===== config.mk =====
export PLATFORM = sky130hd
export DESIGN_NAME = uart_boot_loader
export DESIGN_NICKNAME = d
export VERILOG_FILES = /design/src/rtl/uart_boot_loader.sv
export SDC_FILE = /design/constraint.sdc
export NUM_CORES = 1
export LEC_CHECK = 0
export BUFFER_PORTS_ARGS = -buffer_cell sky130_fd_sc_hd__buf_2
export CORE_MARGIN = 2
export CORE_UTILIZATION = 45
export CTS_BUF_LIST = sky130_fd_sc_hd__clkbuf_16
export CTS_CLUSTER_DIAMETER = 50
export DETAILED_ROUTE_END_ITERATION = 6
export GPL_ROUTABILITY_DRIVEN = 0
export GPL_TIMING_DRIVEN = 0
export SLEW_MARGIN = 20
export SYNTH_ARGS = -nofsm -noshare
export SYNTH_HDL_FRONTEND = slang
export SYNTH_SLANG_ARGS = --single-unit

===== constraint.sdc =====
create_clock -name clk -period 8.3 [get_ports clk]
set_clock_uncertainty 0.05 [all_clocks]
set_input_delay 1.66 -clock clk [delete_from_list [all_inputs] [get_ports clk]]
set_output_delay 1.66 -clock clk [all_outputs]
set_load 0.05 [all_outputs]

===== src/rtl/uart_boot_loader.sv =====
// uart_boot_loader
//   Receives a program image over an 8N1 UART line (LSB first, idle high) and
//   writes it word by word into instruction memory. The MIPS core is held in
//   reset until the whole image has been written.
//   Image format (big-endian): 16-bit word count N, then N 32-bit words,
//   most significant byte first.
//
// Parameters
//   CLKS_PER_BIT  clk cycles per UART bit (>= 4)
//   ADDR_W        instruction-memory word-address width (<= 16)
//
// Ports
//   clk         system clock
//   rst         asynchronous active-high reset
//   rx          UART serial input
//   imem_we     one-cycle instruction-memory write strobe
//   imem_addr   word address of the write
//   imem_wdata  word to write
//   cpu_rst     reset to the MIPS core, high while loading
//   boot_done   level, image fully loaded
//   frame_err   one-cycle pulse when a stop bit samples 0
module uart_boot_loader #(
  parameter int CLKS_PER_BIT = 434,
  parameter int ADDR_W       = 10
) (
  input  logic              clk,
  input  logic              rst,
  input  logic              rx,
  output logic              imem_we,
  output logic [ADDR_W-1:0] imem_addr,
  output logic [31:0]       imem_wdata,
  output logic              cpu_rst,
  output logic              boot_done,
  output logic              frame_err
);

  localparam int CW = $clog2(CLKS_PER_BIT);
  localparam logic [CW-1:0] HALF = CW'(CLKS_PER_BIT / 2);
  localparam logic [CW-1:0] LAST = CW'(CLKS_PER_BIT - 1);

  // ---------------------------------------------------------------- rx sync
  logic rx_meta, rxs;

  always_ff @(posedge clk or posedge rst) begin
    if (rst) begin
      rx_meta <= 1'b1;
      rxs     <= 1'b1;
    end else begin
      rx_meta <= rx;
      rxs     <= rx_meta;
    end
  end

  // ---------------------------------------------------------------- RX FSM
  typedef enum logic [1:0] {RX_IDLE, RX_START, RX_DATA, RX_STOP} rx_state_t;

  rx_state_t       rx_st, rx_st_n;
  logic [CW-1:0]   cnt, cnt_n;
  logic [2:0]      bit_i, bit_i_n;
  logic [7:0]      rx_sh, rx_sh_n;
  logic            byte_valid;
  logic            stop_bad;

  always_comb begin
    rx_st_n    = rx_st;
    cnt_n      = cnt;
    bit_i_n    = bit_i;
    rx_sh_n    = rx_sh;
    byte_valid = 1'b0;
    stop_bad   = 1'b0;
    case (rx_st)
      RX_IDLE: begin
        if (!rxs) begin
          rx_st_n = RX_START;
          cnt_n   = '0;
        end
      end
      RX_START: begin
        if (cnt == HALF) begin
          if (rxs) begin
            rx_st_n = RX_IDLE;
          end else begin
            rx_st_n = RX_DATA;
            cnt_n   = '0;
            bit_i_n = '0;
          end
        end else begin
          cnt_n = cnt + 1'b1;
        end
      end
      RX_DATA: begin
        if (cnt == LAST) begin
          cnt_n   = '0;
          rx_sh_n = {rxs, rx_sh[7:1]};
          bit_i_n = bit_i + 1'b1;
          if (bit_i == 3'd7) rx_st_n = RX_STOP;
        end else begin
          cnt_n = cnt + 1'b1;
        end
      end
      RX_STOP: begin
        if (cnt == LAST) begin
          // Straight back to idle on the sample so a start bit that follows
          // immediately is not missed.
          byte_valid = rxs;
          stop_bad   = !rxs;
          rx_st_n    = RX_IDLE;
        end else begin
          cnt_n = cnt + 1'b1;
        end
      end
      default: rx_st_n = RX_IDLE;
    endcase
  end

  always_ff @(posedge clk or posedge rst) begin
    if (rst) begin
      rx_st     <= RX_IDLE;
      cnt       <= '0;
      bit_i     <= '0;
      rx_sh     <= '0;
      frame_err <= 1'b0;
    end else begin
      rx_st     <= rx_st_n;
      cnt       <= cnt_n;
      bit_i     <= bit_i_n;
      rx_sh     <= rx_sh_n;
      frame_err <= stop_bad;
    end
  end

  // ---------------------------------------------------------------- loader
  typedef enum logic [1:0] {LEN_HI, LEN_LO, WORD, DONE} ld_state_t;

  ld_state_t          ld_st, ld_st_n;
  logic [15:0]        len, len_n;
  logic [15:0]        wcnt, wcnt_n;
  logic [1:0]         bidx, bidx_n;
  logic [31:0]        asm_r, asm_n;
  logic               we_n;
  logic [ADDR_W-1:0]  addr_n;
  logic [31:0]        wdata_n;
  logic [31:0]        word_nxt;
  logic [15:0]        len_nxt;
  logic [15:0]        wcnt_inc;

  assign word_nxt = {asm_r[23:0], rx_sh};
  assign len_nxt  = {len[15:8], rx_sh};
  assign wcnt_inc = wcnt + 16'd1;

  always_comb begin
    ld_st_n = ld_st;
    len_n   = len;
    wcnt_n  = wcnt;
    bidx_n  = bidx;
    asm_n   = asm_r;
    we_n    = 1'b0;
    addr_n  = imem_addr;
    wdata_n = imem_wdata;
    if (byte_valid) begin
      case (ld_st)
        LEN_HI: begin
          len_n   = {rx_sh, 8'h00};
          ld_st_n = LEN_LO;
        end
        LEN_LO: begin
          len_n   = len_nxt;
          wcnt_n  = '0;
          bidx_n  = '0;
          ld_st_n = (len_nxt == 16'd0) ? DONE : WORD;
        end
        WORD: begin
          asm_n = word_nxt;
          if (bidx == 2'd3) begin
            we_n    = 1'b1;
            wdata_n = word_nxt;
            addr_n  = wcnt[ADDR_W-1:0];
            wcnt_n  = wcnt_inc;
            bidx_n  = '0;
            if (wcnt_inc == len) ld_st_n = DONE;
          end else begin
            bidx_n = bidx + 1'b1;
          end
        end
        default: ;
      endcase
    end
  end

  always_ff @(posedge clk or posedge rst) begin
    if (rst) begin
      ld_st      <= LEN_HI;
      len        <= '0;
      wcnt       <= '0;
      bidx       <= '0;
      asm_r      <= '0;
      imem_we    <= 1'b0;
      imem_addr  <= '0;
      imem_wdata <= '0;
      cpu_rst    <= 1'b1;
      boot_done  <= 1'b0;
    end else begin
      ld_st      <= ld_st_n;
      len        <= len_n;
      wcnt       <= wcnt_n;
      bidx       <= bidx_n;
      asm_r      <= asm_n;
      imem_we    <= we_n;
      imem_addr  <= addr_n;
      imem_wdata <= wdata_n;
      // Follows the loader state one cycle late so release lands on the
      // cycle after the final write strobe.
      cpu_rst    <= (ld_st != DONE);
      boot_done  <= (ld_st == DONE);
    end
  end

endmodule


==> metrics.md, run 1 <==
| Metric | Value |
|---|---|
| Max Transition Viols Final | 0 |
| Final Cell Area | 7110 um^2 |
| Clock net sink count | 130 |
| Top cell type's share of synthesized area | 52.6% |
| CTS tree | built |
| Worst setup SP type | flip-flop |
| Global-route wire length before repair | 22700 um |
| Family with the most delay on the worst path | simple AND/OR/NAND/NOR gates |
| Outcome | completed |
| CP Capture Type | flip-flop |
| CP Max Fanout | 7 |
| Post-DR wirelength/cell | 15.6 um |
| Relative slew margins | 52.6% |
| Post CTS Setup Buffer Count | 0 |
| RSZ-0062 raised after global routing | no |
| Post-synth top area cell | dfrtp_1 |
| Hold slack final | 0.306 ns |
| Antenna diodes | 0 |
| Main area contributors after synthesis | dfrtp_1 53%, nand2_1 11%, mux2_2 6.2% |
| Total number of vias | 4639 |
| Crit share post-route | 41.5% |
| Gr usage total | 20.3% |
| Gr ovfl total | 0 |
| Post-synthesis sequential area ratio | 53.9% |
| Drt initial violations | 191 |
| Hold-fix buffers, CTS | 0 |
| Boundary Pins | 49 |
| DRC | 0 |
| Largest net degree at the start of global routing | 92 |
| Setup violators final | 0 |
| Synth async-reset ratio | 100% |
| Final core utilization | 53.9% |
| Routed WL | 13400 um |
| Worst vdd ir | 0.127 mV |
| Worst path bufs/invs | 0 |
| Number of max-cap violations | 0 |
| Post-synth EDFFs | 0 |
| Worst skew pair latency | 0.43 ns |
| CP max stage cell | dfrtp_1 |
| Tightest Pin Transition | 0.707 ns |
| Syn nets | 616 |
| Cells after Synth | 603 |
| Total clock buffers created by CTS | 17 |
| Antenna-violating nets left | 0 |
| Resized cells post-CTS | 0 |
| CP arrival | 3.69 ns |
| Clock transition at path regs | 0.06 ns |
| Setup TNS | 0 ns |
| FMAX | 290 MHz |
| Register bit total from synthesis | 130 |
| Starting Density | 45.8% |
| Nets | 684 |
| Vias in the first global route | 4466 |
| Critical-path cell list | ha_1 > nand3_4 > or4_4 > a2bb2o_4 > or4_4 > a2111oi_2 > a41oi_1 > mux2_1 |
| Most used cell, CP | or4_4 |
| Hpwl dp | 9290 um |
| Die Span X | 120 um |
| Ys Warns | 0 |
| Die Ht | 120 um |
| Synthesized cell area | 6040 um^2 |
| CTS Buffer Depth | 2 |
| Share of post-route cells with drive strength above 1 | 20.6% |
| Placed cell area | 6530 um^2 |
| Worst EP required | 8.55 ns |
| HP Class | reg2reg |
| CP Class | reg2reg |
| Initial antenna violation count | 0 |
| Clock period minus worst slack | 3.44 ns |
| Unique masters post-synth | 58 |
| Layout area overhead | 17.8% |
| # rows | 42 |
| Hold Vio Cnt, Final | 0 |
| PortBufs | 48 |
| LEAKAGE | 3.56 nW |
| Via density per instance | 5.39 |
| Power per cell area | 195 nW/um^2 |
| Syn avg cell area | 10.0 um^2 |
| Slowest cell delay on critical path | 0.53 ns |
| Synth cell count leaders | 169 x nand2_1, 127 x dfrtp_1, 41 x o21ai_0, 33 x mux2_2 |
| H-tree lvl count | 4 |
| Main flop type after synthesis | dfrtp_1 |
| Most numerous cell in the Yosys netlist | nand2_1 |
| CTS root buf | clkbuf_16 |
| Die area | 14400 um^2 |
| Drt pass-1 iters | 4 |
| Placeable Area | 13200 um^2 |
cells by family after synthesis:
logic type / count (synthesis) / share of synthesized area, %
multiplexers: 35 / 6.51
flip-flops: 130 / 53.9
XOR/XNOR: 22 / 3.19
adder cells (fa/ha/maj): 10 / 2.07
buffers and inverters: 43 / 2.96
AND/OR/NAND/NOR: 262 / 19.8
AO/OA/AOI/OAI: 101 / 11.5
worst register-to-register path: cells and delay by family (launching register included):
family | cells | cell delay (ns)
simple gates | 3 | 1.21
compound gates | 3 | 0.75
flops | 1 | 0.53
mux | 1 | 0.34
fa+ha+maj | 1 | 0.44
state kept, by name, indices dropped and copies added, names as in the netlist, 2 cells and up, named ones only:
signal / count
imem_wdata: 32
asm_r: 24
len: 16
wcnt: 16
imem_addr: 10
cnt: 9
rx_sh: 8
bit_i: 3
bidx: 2
ld_st: 2
where the power goes:
| group | internal [mW] | leakage, nW | switching, mW |
|---|---|---|---|
| logic | 0.00209 | 1.50 | 0.0125 |
| registers | 0.635 | 1.79 | 0.000411 |
| clock network | 0.443 | 0.272 | 0.292 |
| total | 1.08 | 3.56 | 0.305 |
per-stage QoR:
stage | power [mW] | cells | worst slack, ns
after floorplan | 0.656 | 603 | 3.13
after CTS | 1.40 | 860 | 4.86
after detailed placement | 0.662 | 828 | 4.89
final | 1.39 | 860 | 4.86
after global placement | 0.660 | 827 | 1.74
after global routing | 1.43 | 860 | 4.71
layout make-up:
type                    instances  area, um^2
fillers                      1189        6080
flip-flops and latches        130        3260
multi-input cells             430        2600
clock buffers                  17         425
repair buffers                 49         268
well taps                     176         220
clock inverters                15         155
plain buffers                  33         141
inverters                      10        45.0
layout by cell type, fill, tap and decap left out, drive strengths merged, types with 2 or more instances in the layout:
cell type | Yosys | routed
nand3 | 12 | 12
nor2 | 19 | 19
ha | 10 | 10
a32o | 10 | 10
xor2 | 10 | 10
o21a | 4 | 4
a41oi | 2 | 2
a31oi | 2 | 2
mux2 | 34 | 34
a2111oi | 2 | 2
a21oi | 8 | 8
nand3b | 2 | 2
clkbuf | 19 | 36
buf | 14 | 63
dfrtp | 127 | 127
o41ai | 4 | 4
o31ai | 12 | 12
nor4 | 9 | 9
nand2 | 169 | 169
inv | 10 | 15
a211oi | 2 | 2
dfstp | 3 | 3
and2 | 3 | 3
xnor2 | 12 | 12
nand2b | 12 | 12
and3 | 5 | 5
and4 | 2 | 2
o21ai | 42 | 42
nor2b | 4 | 4
nor3b | 4 | 4
clkinvlp | 0 | 4
a21o | 6 | 6
nor3 | 5 | 5
or4 | 5 | 5
clkinv | 0 | 4
nand4 | 6 | 6
bufinv | 0 | 2
final timing paths:
path | startpoint | endpoint | slack [ns] | depth (start not counted)
setup / recovery | wcnt[1]$_DFFE_PP0P_ | ld_st[1]$_DFFE_PP0P_ | 4.86 | 8
max in group asynchronous | rst | cpu_rst$_DFF_PP1_ | 6.30 | 3
hold / removal | rx_meta$_DFF_PP1_ | rxs$_DFF_PP1_ | 0.31 | 0
setup reg to reg | wcnt[1]$_DFFE_PP0P_ | ld_st[1]$_DFFE_PP0P_ | 4.86 | 8
min in group asynchronous | rst | imem_wdata[18]$_DFFE_PP0P_ | 1.14 | 2
hold reg to reg | rx_meta$_DFF_PP1_ | rxs$_DFF_PP1_ | 0.31 | 0
metal layers:
layer | GRT usage [%] | vias up | routed length [um]
li1 | - | 2228 | -
met2 | 31.5 | 91 | 6430
met3 | 4.23 | 29 | 443
met5 | 0 | - | 0
met4 | 10.1 | 0 | 361
met1 | 27.1 | 2291 | 6200
No activity file was read; power rests on OpenSTA's default activity.
==> run 2: changes to the inputs <==
==> constraint.sdc (replaced) <==
create_clock -name clk -period 3.55 [get_ports clk]
set_clock_uncertainty 0.05 [all_clocks]
set_input_delay 0.71 -clock clk [delete_from_list [all_inputs] [get_ports clk]]
set_output_delay 0.71 -clock clk [all_outputs]
set_load 0.05 [all_outputs]
==> metrics.md, run 2 (synthesized netlist as in run 1, its figures left out) <==
| Metric | Value |
|---|---|
| Switching share of power | 20.3% |
| Worst setup SP type | flip-flop |
| Global-route wire length before repair | 23500 um |
| Drt initial violations | 264 |
| Internal power | 2.65 mW |
| RSZ-0062 raised after global routing | no |
| Total number of vias | 4700 |
| Largest net degree at the start of global routing | 35 |
| Fill cell count | 1199 |
| Share of post-route cells with drive strength above 1 | 20.7% |
| Starting Density | 45.8% |
| Antenna-violating nets left | 0 |
| Clock period minus worst slack | 3.36 ns |
| Clock transition at path regs | 0.06 ns |
| Total clock buffers created by CTS | 17 |
| Setup TNS | 0 ns |
| Antenna diodes | 0 |
| Gr ovfl total | 0 |
| Max Transition Viols Final | 0 |
| Relative slew margins | 52.8% |
| CTS Buffer Depth | 2 |
| FMAX | 297 MHz |
| Via density per instance | 5.45 |
| Max reg flops | 32 |
| Clock power frac | 54.2% |
| CP Max Fanout | 7 |
| GRT met2 Usage | 33.4% |
| Initial antenna violation count | 0 |
| Post-DR wirelength/cell | 16.0 um |
| Placeable Area | 13200 um^2 |
| CP Class | reg2reg |
| CTS root buf | clkbuf_16 |
| Commonest non-fill, non-tap cell in the layout | nand2_1 |
| Largest reg by FF count | imem_wdata |
| GR peak layer | met2 |
| Hpwl dp | 9620 um |
| Hold Vio Cnt, Final | 0 |
| Sequential Power Share | 44.6% |
| Most used cell, CP | or4_4 |
| Nets | 687 |
| Crit share post-route | 94.7% |
| Outcome | completed |
| Register-to-Register Path Depth | 8 |
| Number of max-cap violations | 0 |
| Clock net sink count | 130 |
| Worst path bufs/invs | 0 |
| Worst skew pair latency | 0.42 ns |
| Power per cell area | 463 nW/um^2 |
| H-tree lvl count | 4 |
| Met3 Use GR | 5.61% |
| Setup violators final | 0 |
| Placed cell area | 6580 um^2 |
| CP Capture Type | flip-flop |
| Family with the most delay on the worst path | simple AND/OR/NAND/NOR gates |
| CP Depth | 8 |
| Slowest cell delay on critical path | 0.54 ns |
| Gr usage total | 20.9% |
| Die Span X | 120 um |
| P_sw | 677 uW |
| Commonest non-fill, non-tap cells in the layout | 169 x nand2_1, 127 x dfrtp_1, 59 x buf_2 |
| Vias in the first global route | 4690 |
| PortBufs | 48 |
| CP max stage cell | dfrtp_1 |
| Boundary Pins | 49 |
| Comb pwr share | 1.2% |
| Hold slack final | 0.273 ns |
| Tightest Pin Transition | 0.703 ns |
| CTS tree | built |
| Layout area overhead | 19.1% |
| Worst vdd ir | 0.295 mV |
| HP Class | in2async |
| Routed WL | 13800 um |
| Final Cell Area | 7190 um^2 |
| LEAKAGE | 3.61 nW |
| # rows | 42 |
| Critical-path cell list | ha_2 > nand3_4 > or4_4 > a2bb2o_4 > or4_4 > a2111oi_2 > a41oi_1 > mux2_1 |
| Die Ht | 120 um |
| Worst EP required | 3.80 ns |
| Drt pass-1 iters | 5 |
| Met1 Track Usage GR | 27.6% |
| DRC | 0 |
| CP arrival | 3.61 ns |
| Die area | 14400 um^2 |
| Biggest registers after layout | imem_wdata x32, asm_r x24 |
-- run 2: changes by cell type in the layout (fill, tap and decap cells not counted), sizes merged --
cell      change
bufinv        +2
buf           +3
inv           -1
clkinvlp      -2
-- run 2: per-stage QoR --
step	cells	util, %	total power, mW	worst slack [ns]
after CTS	862	54.4	3.36	0.0949
after global placement	827	49.3	1.54	0.120
after global routing	862	54.5	3.44	0.0872
after detailed placement	831	49.9	1.56	0.0942
after floorplan	603	-	1.53	0.534
final	862	54.5	3.33	0.188
-- run 2: worst register-to-register path, stage by stage, from the launching register on --
cell and delay, ns:
dfrtp_1 0.54, ha_2 0.38, nand3_4 0.13, or4_4 0.53, a2bb2o_4 0.21, or4_4 0.52, a2111oi_2 0.37, a41oi_1 0.18
mux2_1 0.33
-- run 2: per-layer routing --
layer	wire, um	up-vias	part of all wire [%]
met3	569	22	4.1
met1	6290	2333	46
met2	6740	116	49
met4	202	0	1.5
li1	-	2229	-
met5	0	-	0
-- run 2: layout make-up --
type	count	area, um^2	share of cell area (%)
buffer	33	141	1.97
clock buffer	17	425	5.92
clock inverter	14	174	2.42
inverter	10	41.3	0.574
multi-input combinational	430	2610	36.3
sequential	130	3260	45.3
tap	176	220	3.06
timing repair buffer	52	320	4.45
-- run 2: path summary, 6_finish.rpt --
kind | from | end | slack (ns)
worst max-delay path | wcnt[1]$_DFFE_PP0P_ | ld_st[1]$_DFFE_PP0P_ | 0.19
max in group asynchronous | rst | cpu_rst$_DFF_PP1_ | 2.44
worst max register to register | wcnt[1]$_DFFE_PP0P_ | ld_st[1]$_DFFE_PP0P_ | 0.19
worst min-delay path | rst | imem_wdata[26]$_DFFE_PP0P_ | 0.27
worst min register to register | rx_meta$_DFF_PP1_ | rxs$_DFF_PP1_ | 0.30
min in group clk | rx_meta$_DFF_PP1_ | rxs$_DFF_PP1_ | 0.30
-- run 2: power by group through the flow --
stage / registers [mW] / logic, mW / clock network, mW
finish: 1.49 / 0.0408 / 1.80
floorplan: 1.51 / 0.0224 / 0
detailed placement: 1.51 / 0.0438 / 0
global placement: 1.51 / 0.0313 / 0
global route: 1.48 / 0.0485 / 1.90
CTS: 1.49 / 0.0436 / 1.83
-- run 2: repair_timing --
item                       CTS  global route
resized for setup            0             2
hold buffers                 0             0
buffers inserted             0             0
setup endpoints to repair    0             3
